$ cat config.mk
export PLATFORM = sky130hd
export DESIGN_NAME = seg7_scan_driver_flat
export DESIGN_NICKNAME = d
export VERILOG_FILES = /design/src/rtl/seg7_pkg.sv /design/src/rtl/seg7_scan_driver_if.sv /design/src/rtl/seg7_lz_blank.sv /design/src/rtl/seg7_scan_driver.sv /design/src/flat_wrapper.sv
export SDC_FILE = /design/constraint.sdc
export NUM_CORES = 1
export LEC_CHECK = 0
export CAP_MARGIN = 30
export CORE_UTILIZATION = 49
export CTS_CLUSTER_DIAMETER = 150
export CTS_CLUSTER_SIZE = 40
export DETAILED_ROUTE_END_ITERATION = 10
export PLACE_DENSITY = 0.84
export SLEW_MARGIN = 5
export SYNTH_ARGS = -nofsm -noshare
export SYNTH_HDL_FRONTEND = slang
export SYNTH_HIERARCHICAL = 1
export SYNTH_SLANG_ARGS = --single-unit
$ cat constraint.sdc
create_clock -name clk -period 2.35 [get_ports clk]
set_input_delay 0.47 -clock clk [delete_from_list [all_inputs] [get_ports clk]]
set_output_delay 0.47 -clock clk [all_outputs]
set_load 0.02 [all_outputs]
$ cat src/rtl/seg7_pkg.sv
// ============================================================================
// Module : seg7_pkg
// Brief  : Segment bit positions, glyph constants and BCD-to-segment decoder.
// Rev    : 1.0
// ============================================================================
`default_nettype none

package seg7_pkg;

   localparam int SEG_A = 0;
   localparam int SEG_B = 1;
   localparam int SEG_C = 2;
   localparam int SEG_D = 3;
   localparam int SEG_E = 4;
   localparam int SEG_F = 5;
   localparam int SEG_G = 6;

   // Glyphs are active-high; bit 6 = G ... bit 0 = A.
   localparam logic [6:0] SEG7_BLANK   = 7'h00;
   localparam logic [6:0] SEG7_DASH    = 7'h40;
   localparam logic [6:0] SEG7_DIGIT_0 = 7'h3F;
   localparam logic [6:0] SEG7_DIGIT_1 = 7'h06;
   localparam logic [6:0] SEG7_DIGIT_2 = 7'h5B;
   localparam logic [6:0] SEG7_DIGIT_3 = 7'h4F;
   localparam logic [6:0] SEG7_DIGIT_4 = 7'h66;
   localparam logic [6:0] SEG7_DIGIT_5 = 7'h6D;
   localparam logic [6:0] SEG7_DIGIT_6 = 7'h7D;
   localparam logic [6:0] SEG7_DIGIT_7 = 7'h07;
   localparam logic [6:0] SEG7_DIGIT_8 = 7'h7F;
   localparam logic [6:0] SEG7_DIGIT_9 = 7'h6F;

   function automatic logic [6:0] seg7_decode(input logic [3:0] nibble);
      logic [6:0] glyph;
      case (nibble)
         4'h0:    glyph = SEG7_DIGIT_0;
         4'h1:    glyph = SEG7_DIGIT_1;
         4'h2:    glyph = SEG7_DIGIT_2;
         4'h3:    glyph = SEG7_DIGIT_3;
         4'h4:    glyph = SEG7_DIGIT_4;
         4'h5:    glyph = SEG7_DIGIT_5;
         4'h6:    glyph = SEG7_DIGIT_6;
         4'h7:    glyph = SEG7_DIGIT_7;
         4'h8:    glyph = SEG7_DIGIT_8;
         4'h9:    glyph = SEG7_DIGIT_9;
         4'hF:    glyph = SEG7_BLANK;
         default: glyph = SEG7_DASH;
      endcase
      return glyph;
   endfunction

endpackage

`default_nettype wire

$ cat src/rtl/seg7_scan_driver_if.sv
// ============================================================================
// Module : seg7_scan_driver_if
// Brief  : Display data, tick and pin bundle between BCD source and driver.
// Rev    : 1.0
// ============================================================================
`default_nettype none

interface seg7_scan_driver_if #(
   parameter int NUM_DIGITS = 4,
   parameter int DIM_BITS   = 3
);
   logic [4*NUM_DIGITS-1:0] digits_in;
   logic [NUM_DIGITS-1:0]   dp_in;
   logic                    blank_lz_in;
   logic [NUM_DIGITS-1:0]   blink_mask_in;
   logic [DIM_BITS-1:0]     brightness_in;
   logic                    scan_tick_in;
   logic                    blink_tick_in;
   logic                    alarm_active_in;
   logic [6:0]              seg_out;
   logic                    dp_out;
   logic [NUM_DIGITS-1:0]   an_out;
   logic                    led_alarm_out;

   modport master (
      output digits_in, dp_in, blank_lz_in, blink_mask_in, brightness_in,
             scan_tick_in, blink_tick_in, alarm_active_in,
      input  seg_out, dp_out, an_out, led_alarm_out
   );

   modport slave (
      input  digits_in, dp_in, blank_lz_in, blink_mask_in, brightness_in,
             scan_tick_in, blink_tick_in, alarm_active_in,
      output seg_out, dp_out, an_out, led_alarm_out
   );
endinterface

`default_nettype wire

$ cat src/rtl/seg7_lz_blank.sv
// ============================================================================
// Module : seg7_lz_blank
// Brief  : Combinational leading-zero blank mask; digit 0 is never blanked.
// Rev    : 1.0
// ============================================================================
`default_nettype none

module seg7_lz_blank #(
   parameter int NUM_DIGITS = 4
) (
   input  logic [4*NUM_DIGITS-1:0] digits_i,
   input  logic                    enable_i,
   output logic [NUM_DIGITS-1:0]   blank_o
);

   logic [NUM_DIGITS-1:0] lead_zero;

   // Each digit is a leading zero when it and every digit above it are zero.
   generate
      for (genvar i = 0; i < NUM_DIGITS; i++) begin : g_lead
         assign lead_zero[i] = (digits_i[4*NUM_DIGITS-1:4*i] == '0);
      end
   endgenerate

   assign blank_o = enable_i ? {lead_zero[NUM_DIGITS-1:1], 1'b0}
                             : {NUM_DIGITS{1'b0}};

endmodule

`default_nettype wire

$ cat src/rtl/seg7_scan_driver.sv
// ============================================================================
// Module : seg7_scan_driver
// Brief  : Multiplexed 7-segment scanner with snapshot, LZ blank, blink, PWM.
// Rev    : 1.0
// ============================================================================
`default_nettype none

module seg7_scan_driver
   import seg7_pkg::*;
#(
   parameter int NUM_DIGITS      = 4,
   parameter int SEG_ACTIVE_HIGH = 1,
   parameter int AN_ACTIVE_HIGH  = 1,
   parameter int DIM_BITS        = 3
) (
   input  logic              clk,
   input  logic              reset_n,
   seg7_scan_driver_if.slave bus
);

   localparam int                    IDX_W      = $clog2(NUM_DIGITS);
   localparam logic [IDX_W-1:0]      c_LAST_IDX = IDX_W'(NUM_DIGITS - 1);
   localparam logic [6:0]            c_SEG_OFF  = (SEG_ACTIVE_HIGH != 0) ? 7'h00 : 7'h7F;
   localparam logic                  c_DP_OFF   = (SEG_ACTIVE_HIGH != 0) ? 1'b0 : 1'b1;
   localparam logic [NUM_DIGITS-1:0] c_AN_OFF   = (AN_ACTIVE_HIGH != 0) ?
                                                  {NUM_DIGITS{1'b0}} : {NUM_DIGITS{1'b1}};

   logic [IDX_W-1:0]        idx_q,         idx_d;
   logic [4*NUM_DIGITS-1:0] frame_dig_q,   frame_dig_d;
   logic [NUM_DIGITS-1:0]   frame_dp_q,    frame_dp_d;
   logic                    blink_phase_q, blink_phase_d;
   logic [DIM_BITS-1:0]     pwm_cnt_q,     pwm_cnt_d;
   logic                    ghost_q,       ghost_d;
   logic [6:0]              seg_q,         seg_d;
   logic                    dp_q,          dp_d;
   logic [NUM_DIGITS-1:0]   an_q,          an_d;
   logic                    led_q,         led_d;

   logic                    frame_wrap;
   logic [NUM_DIGITS-1:0]   lz_mask;
   logic [3:0]              cur_nib;
   logic                    blink_hit;
   logic                    pwm_on;
   logic [6:0]              seg_act;
   logic                    dp_act;
   logic [NUM_DIGITS-1:0]   an_act;

   seg7_lz_blank #(
      .NUM_DIGITS (NUM_DIGITS)
   ) u_lz_blank (
      .digits_i (frame_dig_q),
      .enable_i (bus.blank_lz_in),
      .blank_o  (lz_mask)
   );

   always_ff @(posedge clk or negedge reset_n) begin
      if (!reset_n) begin
         idx_q         <= '0;
         frame_dig_q   <= '0;
         frame_dp_q    <= '0;
         blink_phase_q <= 1'b0;
         pwm_cnt_q     <= '0;
         ghost_q       <= 1'b0;
         seg_q         <= c_SEG_OFF;
         dp_q          <= c_DP_OFF;
         an_q          <= c_AN_OFF;
         led_q         <= 1'b0;
      end else begin
         idx_q         <= idx_d;
         frame_dig_q   <= frame_dig_d;
         frame_dp_q    <= frame_dp_d;
         blink_phase_q <= blink_phase_d;
         pwm_cnt_q     <= pwm_cnt_d;
         ghost_q       <= ghost_d;
         seg_q         <= seg_d;
         dp_q          <= dp_d;
         an_q          <= an_d;
         led_q         <= led_d;
      end
   end

   // Inputs are captured only on the wrap tick so a whole frame is coherent.
   always_comb begin
      frame_wrap    = bus.scan_tick_in && (idx_q == c_LAST_IDX);
      idx_d         = idx_q;
      frame_dig_d   = frame_dig_q;
      frame_dp_d    = frame_dp_q;
      if (bus.scan_tick_in) begin
         idx_d = frame_wrap ? '0 : idx_q + 1'b1;
      end
      if (frame_wrap) begin
         frame_dig_d = bus.digits_in;
         frame_dp_d  = bus.dp_in;
      end
      blink_phase_d = blink_phase_q ^ bus.blink_tick_in;
      pwm_cnt_d     = bus.scan_tick_in ? '0 : pwm_cnt_q + 1'b1;
      ghost_d       = bus.scan_tick_in;
   end

   always_comb begin
      cur_nib   = frame_dig_q[{idx_q, 2'b00} +: 4];
      blink_hit = blink_phase_q & bus.blink_mask_in[idx_q];
      seg_act   = seg7_decode(cur_nib);
      if (lz_mask[idx_q] || blink_hit) begin
         seg_act = SEG7_BLANK;
      end
      dp_act    = frame_dp_q[idx_q] & ~blink_hit;
      pwm_on    = (pwm_cnt_q <= bus.brightness_in);
      an_act    = '0;
      if (!ghost_q && pwm_on) begin
         an_act = NUM_DIGITS'(1) << idx_q;
      end
      // Polarity is resolved here, once, right before the output registers.
      seg_d = (SEG_ACTIVE_HIGH != 0) ? seg_act : ~seg_act;
      dp_d  = (SEG_ACTIVE_HIGH != 0) ? dp_act  : ~dp_act;
      an_d  = (AN_ACTIVE_HIGH  != 0) ? an_act  : ~an_act;
      led_d = bus.alarm_active_in & blink_phase_q;
   end

   assign bus.seg_out       = seg_q;
   assign bus.dp_out        = dp_q;
   assign bus.an_out        = an_q;
   assign bus.led_alarm_out = led_q;

endmodule

`default_nettype wire

$ cat src/flat_wrapper.sv
// flat-port wrapper written by rule: the top's interface ports become plain ports
module seg7_scan_driver_flat import seg7_pkg::*;
#(
   parameter int NUM_DIGITS      = 4,
   parameter int SEG_ACTIVE_HIGH = 1,
   parameter int AN_ACTIVE_HIGH  = 1,
   parameter int DIM_BITS        = 3
)
  (clk, reset_n, bus_digits_in, bus_dp_in, bus_blank_lz_in, bus_blink_mask_in, bus_brightness_in, bus_scan_tick_in, bus_blink_tick_in, bus_alarm_active_in, bus_seg_out, bus_dp_out, bus_an_out, bus_led_alarm_out);
  seg7_scan_driver_if #(.NUM_DIGITS(NUM_DIGITS), .DIM_BITS(DIM_BITS)) bus_i ();
  input  logic clk;
  input  logic reset_n;
  input wire logic [$bits(bus_i.digits_in)-1:0] bus_digits_in;
  input wire logic [$bits(bus_i.dp_in)-1:0] bus_dp_in;
  input wire logic [$bits(bus_i.blank_lz_in)-1:0] bus_blank_lz_in;
  input wire logic [$bits(bus_i.blink_mask_in)-1:0] bus_blink_mask_in;
  input wire logic [$bits(bus_i.brightness_in)-1:0] bus_brightness_in;
  input wire logic [$bits(bus_i.scan_tick_in)-1:0] bus_scan_tick_in;
  input wire logic [$bits(bus_i.blink_tick_in)-1:0] bus_blink_tick_in;
  input wire logic [$bits(bus_i.alarm_active_in)-1:0] bus_alarm_active_in;
  output wire logic [$bits(bus_i.seg_out)-1:0] bus_seg_out;
  output wire logic [$bits(bus_i.dp_out)-1:0] bus_dp_out;
  output wire logic [$bits(bus_i.an_out)-1:0] bus_an_out;
  output wire logic [$bits(bus_i.led_alarm_out)-1:0] bus_led_alarm_out;
  assign bus_i.digits_in = bus_digits_in;
  assign bus_i.dp_in = bus_dp_in;
  assign bus_i.blank_lz_in = bus_blank_lz_in;
  assign bus_i.blink_mask_in = bus_blink_mask_in;
  assign bus_i.brightness_in = bus_brightness_in;
  assign bus_i.scan_tick_in = bus_scan_tick_in;
  assign bus_i.blink_tick_in = bus_blink_tick_in;
  assign bus_i.alarm_active_in = bus_alarm_active_in;
  assign bus_seg_out = bus_i.seg_out;
  assign bus_dp_out = bus_i.dp_out;
  assign bus_an_out = bus_i.an_out;
  assign bus_led_alarm_out = bus_i.led_alarm_out;
  seg7_scan_driver #(.NUM_DIGITS(NUM_DIGITS), .SEG_ACTIVE_HIGH(SEG_ACTIVE_HIGH), .AN_ACTIVE_HIGH(AN_ACTIVE_HIGH), .DIM_BITS(DIM_BITS)) u_core (.clk(clk), .reset_n(reset_n), .bus(bus_i));
endmodule
==> impl_metrics.tcl <==
set metrics [dict create \
    r2r_setup_slack_ns 0.41 \
    final_cell_area_um2 2540 \
    clock.fmax_mhz 481 \
    ys_ff_latch 40 \
    grt_pass1_vias 1390 \
    reg2regPathDepth 6 \
    crit_path_end_kind "flop" \
    r2r-start "u_core/frame_dig_q[15]$_DFFE_PN0P_" \
    grt_max_degree 41 \
    synthFlopType "dfrtp_1" \
    hold_viol 0 \
    worstPathRequired_ns 2.52 \
    cts_tree "yes" \
    cts-root-buf "clkbuf_8" \
    drc 0 \
    cts.htree.levels 2 \
    clk_path_buf_depth 2 \
    powerDensity_nw_per_um2 1250 \
    rows 22 \
    antenna_cells 0 \
    path_clk_slew_ns 0.07 \
    area_growth_pct 28.8 \
    num_vias 1278 \
    path_class "primary input to flop" \
    fin_crit_ns 2.08 \
    gp_congestion 0.822 \
    r2r_end "u_core/bus.seg_out[3]$_DFF_PN0_" \
    ant_nets 0 \
    synth_warnings 6 \
    port_buffers 45 \
    slew_headroom_pct 44.3 \
    cts.sinks 40 \
    async_flop_share_pct 100 \
    critPathMaxFanout 5 \
    maxSlewViolCount 0 \
    clk-insertion-delay-late_ns 0.29 \
    drv_cap 0 \
    final_util_pct 67.8 \
    vdd_ir_drop_max_mv 0.530 \
    power_leakage_uw 0.00113 \
    synth-edff-count 0 \
    detail_route.iter0.violations 46 \
    overflow 0 \
    pin_count 46 \
    hp-class "primary input to asynchronous set/reset pin" \
    wl_per_cell_um 14.4 \
    synthCells 146 \
    cts-resized-gates 0 \
    grt_pass1_wl_mm 6.14 \
    fin_crit_sh_pct 88.5 \
    synth.avg_cell_area_um2 13.5 \
    rsz0062_at_grt "no" \
    totalNegativeSetupSlack_ns 0 \
    start_util_pct 52.6 \
    core_area_um2 3740 \
    worstMarginPinSlew_ns 0.836 \
    cts_hold_buf 0 \
    die_area_um2 4280 \
    drive_above_1_share_pct 19.1 \
    fp.dieH_um 65.4 \
    num-fill-cells 290 \
    postCtsSetupRepairBufs 0 \
    synth-seq-area-share_pct 50.8 \
    crit_arrival_ns 2.25 \
    status "finished clean" \
    start_kind "primary input" \
    dp_hpwl_mm 2.69 \
    vias_per_cell 5.28 \
    synth_cell_types 32 \
    syn_area_um2 1970 \
    numCtsBuffers 5 \
    nets 242 \
    dr.pass1.iters 4 \
    grt_antenna_before_repair 0 \
    synth_fp_nets 192 \
    finalSetupViolCount 0 \
    grtUsageTotal_pct 19.6 \
    dpl_cell_area_um2 2470 \
    die_w_um 65.4 \
    drt_wl_total_mm 3.49 \
    fin_skew_ns 0.00632 \
]
==> flip-flops by register name, summed over array words and instances (netlist names) <==
name and cells:
u_core/frame_dig_q 16, u_core/bus.seg_out 7, u_core/bus.an_out 4, u_core/frame_dp_q 4
u_core/pwm_cnt_q 3, u_core/idx_q 2, u_core/blink_phase_q 1, u_core/bus.dp_out 1
u_core/bus.led_alarm_out 1, u_core/ghost_q 1
==> cell usage in the layout (no fill, tap or decap), types with 2 or more instances in the layout <==
cell and n:
mux2_2 21, clkdlybuf4s50_1 44, mux4_1 4, nand2_1 4, mux4_2 3, clkbuf_8 5
nor2_1 6, mux2i_1 5, inv_1 12, buf_4 4, dfrtp_1 40, o21ai_0 5
ha_1 13, nor3_1 3, nor3b_1 3, nor2b_1 2, or4_1 2, a21oi_1 4
==> Yosys cell counts, drive strengths merged, types with 2 or more instances <==
cell type	number	area share [%]
buf	4	1.5
a21oi	4	1.0
nor2	7	1.7
nor3	3	0.76
ha	13	8.3
nor2b	2	0.64
nand2	4	0.76
nor3b	3	1.1
or4	2	0.76
mux2	21	12
inv	12	2.3
mux4	7	8.8
dfrtp	40	51
mux2i	5	2.5
clkbuf	2	0.38
o21ai	5	1.3
==> logic make-up (layout without fill, tap and decap cells) <==
group / Yosys count / count (layout) / share of synthesized area (%)
AO/OA/AOI/OAI: 14 / 14 / 4.89
XOR/XNOR: 2 / 2 / 0.890
adder cells (fa/ha/maj): 13 / 13 / 8.26
buffers and inverters: 18 / 66 / 4.13
flip-flops: 40 / 40 / 50.8
multiplexers: 33 / 33 / 23.3
other: 1 / 1 / 0.190
AND/OR/NAND/NOR: 25 / 25 / 7.50
==> worst max-delay path by stage <==
| stage | start | endpoint | slack, ns | depth (start not counted) |
|---|---|---|---|---|
| floorplan | bus_blank_lz_in | u_core/bus.seg_out[2]$_DFF_PN0_ | 0.50 | 6 |
| global placement | bus_blank_lz_in | u_core/bus.seg_out[1]$_DFF_PN0_ | -0.003 | 7 |
| detailed placement | bus_blank_lz_in | u_core/bus.seg_out[5]$_DFF_PN0_ | -0.04 | 7 |
| CTS | bus_blank_lz_in | u_core/bus.seg_out[5]$_DFF_PN0_ | 0.27 | 7 |
| global route | bus_blank_lz_in | u_core/bus.seg_out[3]$_DFF_PN0_ | 0.13 | 7 |
| finish | bus_blank_lz_in | u_core/bus.seg_out[3]$_DFF_PN0_ | 0.27 | 7 |
==> per-stage QoR <==
stage	hold WS, ns	power [µW]	std cells	worst slack (ns)
finish	0.284	3170	242	0.271
global route	0.356	3420	242	0.131
CTS	0.309	3190	242	0.270
detailed placement	0.452	2790	237	-0.0414
global placement	0.440	2680	237	-0.00264
floorplan	0.174	2280	146	0.497
==> power by group <==
group          leakage (µW)  switching, µW  internal [µW]
Clock             0.0000359            205            191
Combinational      0.000600            754            823
Sequential         0.000492            205            988
Total               0.00113           1160           2000
==> layer usage <==
metal	GRT usage [%]	share of wire [%]	wire length (µm)
met1	23.3	40	1380
met4	8.15	1.6	55
met2	33.9	55	1910
met3	4.69	4.0	141
met5	0	0	0
==> cell type report <==
type / count / area (µm²) / share of cell area, %
Multi-Input combinational cell: 88 / 887 / 35.0
Clock buffer: 5 / 68.8 / 2.71
Timing Repair Buffer: 49 / 475 / 18.7
Sequential cell: 40 / 1000 / 39.4
Tap cell: 48 / 60.1 / 2.37
Inverter: 12 / 45.0 / 1.78
==> worst max-delay path, cell delays in order <==
cell and delay [ns]:
clkdlybuf4s50_1 0.45, or4b_1 0.49, nor4_2 0.26, mux4_2 0.27, a21o_1 0.10, o21bai_4 0.13, a21oi_1 0.07
Note: power is estimated with default switching activity, not from simulation.
